File: src/rtl/fifo_wr_arbiter_if.sv
// Write-port bundle between the FIFO write arbiter and its producers/FIFO.
// The master modport is the arbiter's view; slave is the producer/FIFO side.
interface fifo_wr_arbiter_if #(
  parameter int NUM_REQ    = 4,
  parameter int DATA_WIDTH = 8
);
  logic [NUM_REQ-1:0]            req;
  logic [NUM_REQ*DATA_WIDTH-1:0] req_data;
  logic [NUM_REQ-1:0]            req_last;
  logic                          full;
  logic [NUM_REQ-1:0]            gnt;
  logic [NUM_REQ-1:0]            ack;
  logic                          wr_en;
  logic [DATA_WIDTH-1:0]         wr_data;
  logic                          busy;

  modport master (
    input  req, req_data, req_last, full,
    output gnt, ack, wr_en, wr_data, busy
  );

  modport slave (
    output req, req_data, req_last, full,
    input  gnt, ack, wr_en, wr_data, busy
  );
endinterface

File: src/rtl/fifo_wr_arbiter.sv
// Round-robin arbiter sharing the FIFO write port among NUM_REQ producers.
// One producer owns the port per burst of up to MAX_BURST words; writes stall while full.
module fifo_wr_arbiter #(
  parameter int NUM_REQ    = 4,
  parameter int DATA_WIDTH = 8,
  parameter int MAX_BURST  = 4
) (
  input  logic               wr_clk,
  input  logic               wr_rstn,
  fifo_wr_arbiter_if.master  bus
);

  localparam int IDX_W = (NUM_REQ > 1) ? $clog2(NUM_REQ) : 1;
  localparam int CNT_W = $clog2(MAX_BURST + 1);

  typedef enum logic {IDLE, BURST} state_t;

  state_t              r_state, w_state_nxt;
  logic [NUM_REQ-1:0]  r_gnt, w_gnt_nxt;
  logic [IDX_W-1:0]    r_gidx, w_gidx_nxt;
  logic [IDX_W-1:0]    r_rr_last, w_rr_nxt;
  logic [CNT_W-1:0]    r_cnt, w_cnt_nxt;

  logic                  w_found;
  logic [IDX_W-1:0]      w_pick;
  logic                  w_req_g;
  logic                  w_last_g;
  logic [DATA_WIDTH-1:0] w_sel_data;
  logic                  w_accept;

  // Search starts one past the last owner so every requester gets a turn.
  always_comb begin
    w_found = 1'b0;
    w_pick  = '0;
    for (int k = 1; k <= NUM_REQ; k++) begin
      if (!w_found && bus.req[IDX_W'((int'(r_rr_last) + k) % NUM_REQ)]) begin
        w_found = 1'b1;
        w_pick  = IDX_W'((int'(r_rr_last) + k) % NUM_REQ);
      end
    end
  end

  assign w_req_g  = |(r_gnt & bus.req);
  assign w_last_g = |(r_gnt & bus.req_last);

  always_comb begin
    w_sel_data = '0;
    for (int i = 0; i < NUM_REQ; i++) begin
      if (r_gidx == IDX_W'(i)) begin
        w_sel_data = bus.req_data[i*DATA_WIDTH +: DATA_WIDTH];
      end
    end
  end

  always_comb begin
    w_state_nxt = r_state;
    w_gnt_nxt   = r_gnt;
    w_gidx_nxt  = r_gidx;
    w_cnt_nxt   = r_cnt;
    w_rr_nxt    = r_rr_last;
    w_accept    = 1'b0;
    case (r_state)
      IDLE: begin
        w_gnt_nxt = '0;
        if (w_found) begin
          w_gnt_nxt   = NUM_REQ'(1) << w_pick;
          w_gidx_nxt  = w_pick;
          w_cnt_nxt   = '0;
          w_state_nxt = BURST;
        end
      end
      BURST: begin
        if (!w_req_g) begin
          // Owner withdrew: give up the port without writing.
          w_gnt_nxt   = '0;
          w_rr_nxt    = r_gidx;
          w_cnt_nxt   = '0;
          w_state_nxt = IDLE;
        end else if (!bus.full) begin
          w_accept  = 1'b1;
          w_cnt_nxt = r_cnt + CNT_W'(1);
          if (w_last_g || (r_cnt + CNT_W'(1) == CNT_W'(MAX_BURST))) begin
            w_gnt_nxt   = '0;
            w_rr_nxt    = r_gidx;
            w_cnt_nxt   = '0;
            w_state_nxt = IDLE;
          end
        end
      end
      default: begin
        w_gnt_nxt   = '0;
        w_state_nxt = IDLE;
      end
    endcase
  end

  always_ff @(posedge wr_clk or negedge wr_rstn) begin
    if (!wr_rstn) begin
      r_state   <= IDLE;
      r_gnt     <= '0;
      r_gidx    <= '0;
      r_cnt     <= '0;
      r_rr_last <= IDX_W'(NUM_REQ - 1);
    end else begin
      r_state   <= w_state_nxt;
      r_gnt     <= w_gnt_nxt;
      r_gidx    <= w_gidx_nxt;
      r_cnt     <= w_cnt_nxt;
      r_rr_last <= w_rr_nxt;
    end
  end

  assign bus.gnt     = r_gnt;
  assign bus.ack     = r_gnt & {NUM_REQ{w_accept}};
  assign bus.wr_en   = w_accept;
  assign bus.wr_data = w_accept ? w_sel_data : '0;
  assign bus.busy    = (r_state == BURST);

endmodule
File: src/flat_wrapper.sv
// flat-port wrapper written by rule: the top's interface ports become plain ports
module fifo_wr_arbiter_flat 
#(
  parameter int NUM_REQ    = 4,
  parameter int DATA_WIDTH = 8,
  parameter int MAX_BURST  = 4
)
  (wr_clk, wr_rstn, bus_req, bus_req_data, bus_req_last, bus_full, bus_gnt, bus_ack, bus_wr_en, bus_wr_data, bus_busy);
  fifo_wr_arbiter_if #(.NUM_REQ(NUM_REQ), .DATA_WIDTH(DATA_WIDTH)) bus_i ();
  input  logic wr_clk;
  input  logic wr_rstn;
  input wire logic [$bits(bus_i.req)-1:0] bus_req;
  input wire logic [$bits(bus_i.req_data)-1:0] bus_req_data;
  input wire logic [$bits(bus_i.req_last)-1:0] bus_req_last;
  input wire logic [$bits(bus_i.full)-1:0] bus_full;
  output wire logic [$bits(bus_i.gnt)-1:0] bus_gnt;
  output wire logic [$bits(bus_i.ack)-1:0] bus_ack;
  output wire logic [$bits(bus_i.wr_en)-1:0] bus_wr_en;
  output wire logic [$bits(bus_i.wr_data)-1:0] bus_wr_data;
  output wire logic [$bits(bus_i.busy)-1:0] bus_busy;
  assign bus_i.req = bus_req;
  assign bus_i.req_data = bus_req_data;
  assign bus_i.req_last = bus_req_last;
  assign bus_i.full = bus_full;
  assign bus_gnt = bus_i.gnt;
  assign bus_ack = bus_i.ack;
  assign bus_wr_en = bus_i.wr_en;
  assign bus_wr_data = bus_i.wr_data;
  assign bus_busy = bus_i.busy;
  fifo_wr_arbiter #(.NUM_REQ(NUM_REQ), .DATA_WIDTH(DATA_WIDTH), .MAX_BURST(MAX_BURST)) u_core (.wr_clk(wr_clk), .wr_rstn(wr_rstn), .bus(bus_i));
endmodule
File: config.mk
export PLATFORM = sky130hd
export DESIGN_NAME = fifo_wr_arbiter_flat
export DESIGN_NICKNAME = d
export VERILOG_FILES = /design/src/rtl/fifo_wr_arbiter_if.sv /design/src/rtl/fifo_wr_arbiter.sv /design/src/flat_wrapper.sv
export SDC_FILE = /design/constraint.sdc
export NUM_CORES = 1
export LEC_CHECK = 0
export ABC_CLOCK_PERIOD_IN_PS = 1900
export CORE_MARGIN = 2
export CORE_UTILIZATION = 38
export DETAILED_ROUTE_END_ITERATION = 8
export PLACE_DENSITY_LB_ADDON = 0.08
export SETUP_SLACK_MARGIN = 0.4
export SLEW_MARGIN = 30
export SYNTH_ARGS = -nofsm -noshare
export SYNTH_HDL_FRONTEND = slang
export SYNTH_SLANG_ARGS = --single-unit
File: constraint.sdc
create_clock -name wr_clk -period 1.9 [get_ports wr_clk]
set_input_delay 0.19 -clock wr_clk [delete_from_list [all_inputs] [get_ports wr_clk]]
set_output_delay 0.19 -clock wr_clk [all_outputs]
set_load 0.005 [all_outputs]
==> impl_metrics.env, run 1 <==
export IMPL_clock_sinks=12
export IMPL_io_buffers=60
export IMPL_clkSlewWorstSetupHoldPaths_ns=0.08
export IMPL_p_leak_nw=0.9502
export IMPL_wl_per_cell_um=16.21
export IMPL_critPathArrivalTime_ns=1.67
export IMPL_wl_mm=3.533
export IMPL_status="complete, no violations"
export IMPL_period_share_pct=97.65
export IMPL_start_util_pct=38.89
export IMPL_root_buffer="clkbuf_4"
export IMPL_endpoint_kind="output port"
export IMPL_ys_ff_latch=12
export IMPL_finalPower_mw=2.474
export IMPL_syn_inst=98
export IMPL_final_cell_area_mm2=0.002091
export IMPL_hold_viol=0
export IMPL_cellPowerDensity_mw_per_mm2=1183
export IMPL_timing_hold_ws_ns=0.2604
export IMPL_synth_distinct_cells=42
export IMPL_dpl_instance_area_mm2=0.001797
export IMPL_route_detailed_drc=0
export IMPL_antenna_found_initial=0
export IMPL_worst_slack_ns=0.04469
export IMPL_viasPerCell=5.339
export IMPL_drt_first_pass_iters=4
export IMPL_fin_tns_setup_ns=0
export IMPL_grt_usage_pct=23.60
export IMPL_synth_top_family_by_area="simple AND/OR/NAND/NOR gates"
export IMPL_grt_pass1_wl_mm=5.761
export IMPL_placedCellCount=199
export IMPL_max_slew_margin_pct=61.45
export IMPL_overflow=0
export IMPL_hold_path_class="primary input to asynchronous set/reset pin"
export IMPL_grt_pass1_vias=1186
export IMPL_drv_cap=0
export IMPL_path_max_fanout=4
export IMPL_period_needed_ns=1.855
export IMPL_path_class="flop to output port"
export IMPL_final_layout_size_suffix_gt1_share_pct=44.92
export IMPL_postCtsHoldBufs=0
export IMPL_synthXorXnorAreaFrac_pct=0.8383
export IMPL_area_growth_pct=100.1
export IMPL_synth_common_cells="12 x and2_1, 10 x dfrtp_1, 8 x mux4_2, 8 x nand2_1"
export IMPL_synthAdderAreaFrac_pct=2.395
export IMPL_synth_most_common_cell="and2_1"
export IMPL_drt_iter0_drc=15
export IMPL_cts_tree="yes"
export IMPL_n_fill_cell=182
export IMPL_ys_seq_area_share_pct=28.98
export IMPL_nets=233
export IMPL_clockBufferDepth=2
export IMPL_async_reset_ff_share_pct=100.0
export IMPL_rsz0062_at_grt="yes"
export IMPL_dp_hpwl_mm=2.609
export IMPL_ir_worst_vdd_mv=1.076
export IMPL_final_antenna_net_count=0
export IMPL_synth_area_leaders="dfrtp_1 24%, mux4_2 17%, and2_1 7.2%"
export IMPL_synth_ff_type="dfrtp_1"
export IMPL_diodes=0
export IMPL_synth_top_cell_by_area="dfrtp_1"
export IMPL_avgSynthCellArea_um2=10.66
export IMPL_place_gp_congestion=0.7974
export IMPL_die_w_um=56.44
export IMPL_num_vias=1164
export IMPL_syn_nets=143
export IMPL_synthSimpleGateAreaFrac_pct=22.99
export IMPL_rows=19
export IMPL_htree_levels=1
export IMPL_core_area_mm2=0.002686
export IMPL_tightest_slew_ns=0.5734
export IMPL_pre_cts_ws_ns=-0.2021
export IMPL_dieArea_mm2=0.003185
export IMPL_die_y_um=56.44
export IMPL_syn_area_mm2=0.001045
export IMPL_stdcell_count=218
export IMPL_utilization_pct=77.83
export IMPL_slew_viol_final=0
export IMPL_fmax_mhz=539.0
export IMPL_critPathLaunchType="flop"
export IMPL_synth_compound_area_share_pct=22.04
export IMPL_synth_top_area_share_pct=23.95
export IMPL_grt_max_degree=13
export IMPL_top_level_ports=61
export IMPL_clkLatencyLatePin_ns=0.28
export IMPL_synth_edf_count=0
export IMPL_crit_required_ns=1.71
export IMPL_yosysWarnings=0
export IMPL_clock_skew_ns=0.0005476
export IMPL_final_setup_viol_count=0
export IMPL_numCtsBuffers=3
export IMPL_synth_mux_area_share_pct=19.16
-- what timing repair did --
item                       CTS  global route
setup endpoints to repair   24            28
cloned                       1             0
buffers inserted            10             4
pin swaps                   21             8
resized for setup           82            17
-- path summary, 6_finish.rpt --
kind,from,to,slack (ns),depth (start not counted)
max,u_core.r_gidx[0],bus_wr_data[1],0.04,5
min,wr_rstn,u_core.bus.gnt[0],0.26,1
max reg2reg,u_core.bus.gnt[0],u_core.bus.gnt[2],0.21,6
min reg2reg,u_core.r_cnt[0],u_core.r_cnt[0],0.53,1
max in group asynchronous,wr_rstn,u_core.r_rr_last[0],1.27,1
min in group wr_clk,u_core.r_cnt[0],u_core.r_cnt[0],0.53,1
-- registers in the layout, indices dropped and copies added, names as in the netlist --
signal,count
u_core.bus.gnt,4
u_core.r_gidx,2
u_core.bus.busy,1
u_core.r_cnt,3
u_core.r_rr_last,2
-- power by group --
group / total, mW / internal [mW] / switching (mW)
registers: 0.509 / 0.373 / 0.136
logic: 1.79 / 1.10 / 0.688
clock network: 0.174 / 0.0817 / 0.0927
-- cell type report --
cell class	instances	area [µm²]	area share [%]
repair buffers	90	909.6	43.51
multi-input cells	77	798.3	38.18
flip-flops and latches	12	302.8	14.48
well taps	31	38.79	1.855
clock buffers	4	26.28	1.257
inverters	4	15.01	0.7181
-- critical path, cell delays in order, from the launching register on --
cell     delay [ns]
dfrtp_1        0.39
buf_6          0.13
buf_16         0.11
mux4_2         0.49
and2_4         0.16
buf_6          0.11
-- placed cells by master, fill, tap and decap left out, types with 2 or more instances in the layout --
master | synthesis | routed
a21oi_1 | 2 | 2
a22o_1 | 4 | 3
a22oi_2 | 0 | 2
a2bb2oi_1 | 3 | 3
and2_1 | 12 | 3
and2_4 | 0 | 10
buf_2 | 3 | 3
buf_4 | 0 | 16
buf_6 | 0 | 22
clkbuf_4 | 0 | 3
clkdlybuf4s50_1 | 0 | 42
dfrtp_1 | 10 | 10
dfstp_2 | 2 | 2
dlymetal6s2s_1 | 0 | 4
inv_1 | 4 | 4
mux2i_1 | 2 | 2
mux4_2 | 8 | 8
nand2_1 | 8 | 8
nand2b_1 | 2 | 2
nor2_1 | 2 | 2
o211ai_1 | 2 | 2
o21ai_0 | 2 | 2
-- logic make-up after synthesis --
family | count (synthesis)
and+or+nand+nor | 38
AOI/OAI and AO/OA | 26
DFF | 12
muxes | 10
buffers and inverters | 9
adders and majority gates | 2
xor gates and xnor gates | 1
-- routing by layer --
metal	vias to the layer above	track usage [%]	wire (µm)
met2	21	40.70	1960
li1	556	-	-
met1	585	30.21	1445
met5	-	0	0
met4	0	4.082	15
met3	2	5.760	113
No activity file was read; power rests on OpenSTA's default activity.
==> run 2: changes to the inputs <==
- MAX_ROUTING_LAYER: unset -> met4
==> run 2 against run 1 <==
Against the previous run:
- count of clock-buffer cells in the layout stayed put
- flip-flop and latch count unchanged
- clock skew barely moved
- hold slack barely moved
- utilization unchanged
- total power about the same
==> impl_metrics.env, run 2 (same netlist as run 1, synthesis figures left out) <==
export IMPL_status="complete, no violations"
export IMPL_clock_skew_ns=0.0008010
export IMPL_timing_hold_ws_ns=0.2599
export IMPL_cts_tree="yes"
export IMPL_overflow=0
export IMPL_worst_slack_ns=0.03710
export IMPL_area_growth_pct=100.1
export IMPL_critPathLaunchType="flop"
export IMPL_critPathArrivalTime_ns=1.67
export IMPL_die_y_um=56.44
export IMPL_tightest_slew_ns=0.5734
export IMPL_pre_cts_ws_ns=-0.2021
export IMPL_core_area_mm2=0.002686
export IMPL_largest_reg_flops=4
export IMPL_wl_per_cell_um=16.27
export IMPL_p_seq_share_pct=20.6
export IMPL_path_class="flop to output port"
export IMPL_final_setup_viol_count=0
export IMPL_cellPowerDensity_mw_per_mm2=1184
export IMPL_p_clk_share_pct=7.1
export IMPL_viasPerCell=5.335
export IMPL_final_layout_size_suffix_gt1_share_pct=44.92
export IMPL_grt_use_met1_pct=30.06
export IMPL_drt_first_pass_iters=4
export IMPL_grt_busiest_layer="met2"
export IMPL_final_cell_mix="42 x clkdlybuf4s50_1, 22 x buf_6, 16 x buf_4"
export IMPL_p_leak_nw=0.9502
export IMPL_fin_tns_setup_ns=0
export IMPL_diodes=0
export IMPL_max_slew_margin_pct=61.45
export IMPL_rows=19
export IMPL_utilization_pct=77.83
export IMPL_die_w_um=56.44
export IMPL_final_common_cell="clkdlybuf4s50_1"
export IMPL_clock_sinks=12
export IMPL_place_gp_congestion=0.8088
export IMPL_grt_pass1_wl_mm=5.747
export IMPL_r2r_slack_ns=0.21
export IMPL_p_sw_share_pct=37.09
export IMPL_crit_required_ns=1.71
export IMPL_antenna_found_initial=0
export IMPL_clockBufferDepth=2
export IMPL_fmax_mhz=536.8
export IMPL_io_buffers=60
export IMPL_nets=233
export IMPL_grt_pass1_vias=1189
export IMPL_hold_viol=0
export IMPL_comb_power_share_pct=72.4
export IMPL_clkSlewWorstSetupHoldPaths_ns=0.08
export IMPL_num_vias=1163
export IMPL_path_max_fanout=4
export IMPL_route_detailed_drc=0
export IMPL_root_buffer="clkbuf_4"
export IMPL_start_util_pct=38.89
export IMPL_drv_cap=0
export IMPL_p_sw_mw=0.9179
export IMPL_drt_iter0_drc=21
export IMPL_met2_usage_pct=40.70
export IMPL_final_antenna_net_count=0
export IMPL_htree_levels=1
export IMPL_dp_hpwl_mm=2.609
export IMPL_numCtsBuffers=3
export IMPL_hold_path_class="primary input to asynchronous set/reset pin"
export IMPL_ir_worst_vdd_mv=1.076
export IMPL_dieArea_mm2=0.003185
export IMPL_clkLatencyLatePin_ns=0.28
export IMPL_grt_max_degree=13
export IMPL_endpoint_kind="output port"
export IMPL_top_level_ports=61
export IMPL_grtUsageMet3_pct=5.760
export IMPL_p_int_mw=1.557
export IMPL_period_needed_ns=1.863
export IMPL_period_share_pct=98.05
export IMPL_rsz0062_at_grt="yes"
export IMPL_wl_mm=3.547
export IMPL_grt_usage_pct=24.20
export IMPL_slew_viol_final=0
==> run 2: routing by layer <==
layer  share of wire, %  vias to the layer above
met5                  0                        -
met1                 41                      585
li1                   -                      555
met3                3.2                        2
met2                 55                       21
met4               0.42                        0
==> run 2: path summary, 6_finish.rpt <==
path                                    from                  end  cells past startpoint
min reg2reg                  u_core.r_cnt[0]      u_core.r_cnt[0]                      1
max                         u_core.r_gidx[0]       bus_wr_data[1]                      5
max in group asynchronous            wr_rstn  u_core.r_rr_last[0]                      1
min in group wr_clk          u_core.r_cnt[0]      u_core.r_cnt[0]                      1
max reg2reg                u_core.bus.gnt[0]    u_core.bus.gnt[2]                      6
min                                  wr_rstn    u_core.bus.gnt[0]                      1
==> run 2: timing repair <==
action | 4_1_cts | 5_1_grt
endpoints found under the setup margin | 24 | 28
resized for setup | 82 | 17
pin swaps | 21 | 8
setup buffers | 10 | 4
hold buffers | 0 | 0
gates cloned | 1 | 0
==> run 2: power groups by stage <==
stage	Sequential, mW	Combinational, mW	Clock, mW
4_1_cts	0.506	1.64	0.174
3_3_place_gp	0.498	1.31	0
3_5_place_dp	0.505	1.33	0
6_report	0.510	1.79	0.175
2_1_floorplan	0.446	0.800	0
5_1_grt	0.528	1.93	0.191
==> run 2: area by class of cell <==
| cell class | count | area [µm²] |
|---|---|---|
| Clock buffer | 4 | 26.28 |
| Timing Repair Buffer | 90 | 909.6 |
| Fill cell | 182 | 595.6 |
| Multi-Input combinational cell | 77 | 798.3 |
| Inverter | 4 | 15.01 |
| Sequential cell | 12 | 302.8 |
| Tap cell | 31 | 38.79 |
==> run 2: per-stage QoR <==
stage / cells / area [µm²] / power [mW]
after floorplan: 98 / 1055 / 1.246
after global placement: 199 / 1797 / 1.804
after detailed placement: 199 / 1797 / 1.837
after CTS: 214 / 1982 / 2.316
after global routing: 218 / 2091 / 2.650
final: 218 / 2091 / 2.475
==> run 2: worst max-delay path: stages (launching register included) <==
cell     delay [ns]
dfrtp_1        0.39
buf_6          0.13
buf_16         0.11
mux4_2         0.49
and2_4         0.16
buf_6          0.11
==> run 3: changes to the inputs <==
- CORE_MARGIN: 2 -> 4
==> run 3 against run 2 <==
Against the previous run:
- sequential power barely moved
- clock skew rose by 0.0083 ns
- critical path depth rose by 2
- hold slack gained 0.019 ns
- count of clock-buffer cells in the layout stayed put
- largest power group unchanged
- highest routed layer unchanged
==> impl_metrics.env, run 3 (same netlist as run 1, synthesis figures left out) <==
export IMPL_drt_iter0_drc=23
export IMPL_max_slew_margin_pct=60.43
export IMPL_final_setup_viol_count=0
export IMPL_fmax_mhz=545.8
export IMPL_drv_cap=0
export IMPL_largest_reg_flops=4
export IMPL_final_cell_mix="39 x clkdlybuf4s50_1, 19 x buf_6, 19 x buf_4"
export IMPL_core_area_mm2=0.002545
export IMPL_cp_top_family="flip-flops"
export IMPL_slowest_delay_ns=0.40
export IMPL_numCtsBuffers=3
export IMPL_nets=232
export IMPL_grt_pass1_vias=1221
export IMPL_cts_tree="yes"
export IMPL_pre_cts_ws_ns=-0.2178
export IMPL_viasPerCell=5.472
export IMPL_finalPower_mw=2.353
export IMPL_overflow=0
export IMPL_io_buffers=60
export IMPL_fin_tns_setup_ns=0
export IMPL_path_buf_inv=3
export IMPL_status="complete, no violations"
export IMPL_clock_sinks=12
export IMPL_final_common_cell="clkdlybuf4s50_1"
export IMPL_crit_required_ns=1.71
export IMPL_num_vias=1182
export IMPL_cellPowerDensity_mw_per_mm2=1147
export IMPL_critPathArrivalTime_ns=1.64
export IMPL_clockBufferDepth=2
export IMPL_clkLatencyLatePin_ns=0.28
export IMPL_start_util_pct=41.05
export IMPL_root_buffer="clkbuf_4"
export IMPL_period_needed_ns=1.832
export IMPL_drt_first_pass_iters=6
export IMPL_rows=18
export IMPL_utilization_pct=80.58
export IMPL_path_max_fanout=4
export IMPL_path_class="flop to output port"
export IMPL_critPathLaunchType="flop"
export IMPL_htree_levels=1
export IMPL_rsz0062_at_grt="yes"
export IMPL_diodes=0
export IMPL_worst_slack_ns=0.06781
export IMPL_slew_viol_final=0
export IMPL_clock_skew_ns=0.009072
export IMPL_die_w_um=60.44
export IMPL_wl_mm=3.803
export IMPL_route_detailed_drc=0
export IMPL_endpoint_kind="output port"
export IMPL_place_gp_congestion=0.9032
export IMPL_path_cells="a22oi_2 > and2_4 > nor3_4 > buf_6 > buf_6 > and2_4 > buf_6"
export IMPL_final_antenna_net_count=0
export IMPL_wl_per_cell_um=17.61
export IMPL_tightest_slew_ns=0.5917
export IMPL_area_growth_pct=96.29
export IMPL_n_fill_cell=161
export IMPL_hold_path_class="primary input to asynchronous set/reset pin"
export IMPL_p_leak_nw=0.9382
export IMPL_grt_pass1_wl_mm=5.464
export IMPL_crit_top_cell="buf_6"
export IMPL_top_level_ports=61
export IMPL_final_layout_size_suffix_gt1_share_pct=45.16
export IMPL_die_y_um=60.44
export IMPL_clkSlewWorstSetupHoldPaths_ns=0.09
export IMPL_grt_max_degree=13
export IMPL_slowest_stage="dfrtp_1"
export IMPL_dp_hpwl_mm=2.845
export IMPL_period_share_pct=96.43
export IMPL_ir_worst_vdd_mv=1.065
export IMPL_grt_usage_pct=20.80
export IMPL_hold_viol=0
export IMPL_antenna_found_initial=0
export IMPL_dieArea_mm2=0.003652
export IMPL_postCtsHoldBufs=0
## run 3: cell types whose count changed in the layout (fill, tap and decap cells not counted), moves of 3 or more
cell	before	now
clkdlybuf4s50_1	42	39
buf_4	16	19
buf_6	22	19
dlygate4sd2_1	1	4
## run 3: metrics by stage
| stage | cells | hold slack (ns) | instance area [µm²] |
|---|---|---|---|
| after global placement | 199 | 0.5048 | 1790 |
| after CTS | 210 | 0.2931 | 1891 |
| after floorplan | 98 | -0.1056 | 1055 |
| final | 216 | 0.2792 | 2051 |
| after detailed placement | 199 | 0.5156 | 1790 |
| after global routing | 216 | 0.3013 | 2051 |
## run 3: path summary, 6_finish.rpt
path | slack, ns | from | to | cells after the start
max in group asynchronous | 1.23 | wr_rstn | u_core.r_cnt[0] | 1
min in group wr_clk | 0.58 | u_core.r_rr_last[0] | u_core.r_rr_last[0] | 2
setup / recovery | 0.07 | u_core.bus.gnt[2] | bus_wr_data[4] | 7
setup reg to reg | 0.21 | u_core.bus.gnt[3] | u_core.bus.gnt[2] | 6
hold reg to reg | 0.58 | u_core.r_rr_last[0] | u_core.r_rr_last[0] | 2
hold / removal | 0.28 | wr_rstn | u_core.bus.busy | 1
## run 3: cell type report
| type | instances | area [µm²] | area share (%) |
|---|---|---|---|
| repair buffers | 89 | 852.1 | 41.55 |
| multi-input cells | 77 | 807.0 | 39.35 |
| flip-flops and latches | 12 | 302.8 | 14.77 |
| well taps | 30 | 37.54 | 1.830 |
| clock buffers | 4 | 36.28 | 1.769 |
| inverters | 4 | 15.01 | 0.7322 |
## run 3: metal layers
layer	part of all wire [%]	wire, µm	track usage (%)	up-vias
met4	0.76	29	4.025	0
li1	-	-	-	553
met5	0	0	-	-
met3	4.4	168	4.255	6
met1	39	1467	22.35	593
met2	56	2139	39.35	30
## run 3: power breakdown
| part | switching [mW] | internal, mW | leakage, nW | total [mW] |
|---|---|---|---|---|
| Sequential | 0.139 | 0.373 | 0.152 | 0.513 |
| Combinational | 0.648 | 0.981 | 0.765 | 1.63 |
| Clock | 0.0940 | 0.117 | 0.0210 | 0.211 |
## run 3: timing repair
item / CTS / global route
buffers inserted: 6 / 6
cloned: 1 / 0
resized for setup: 71 / 28
endpoints found under the setup margin: 22 / 28
pin swaps: 11 / 12
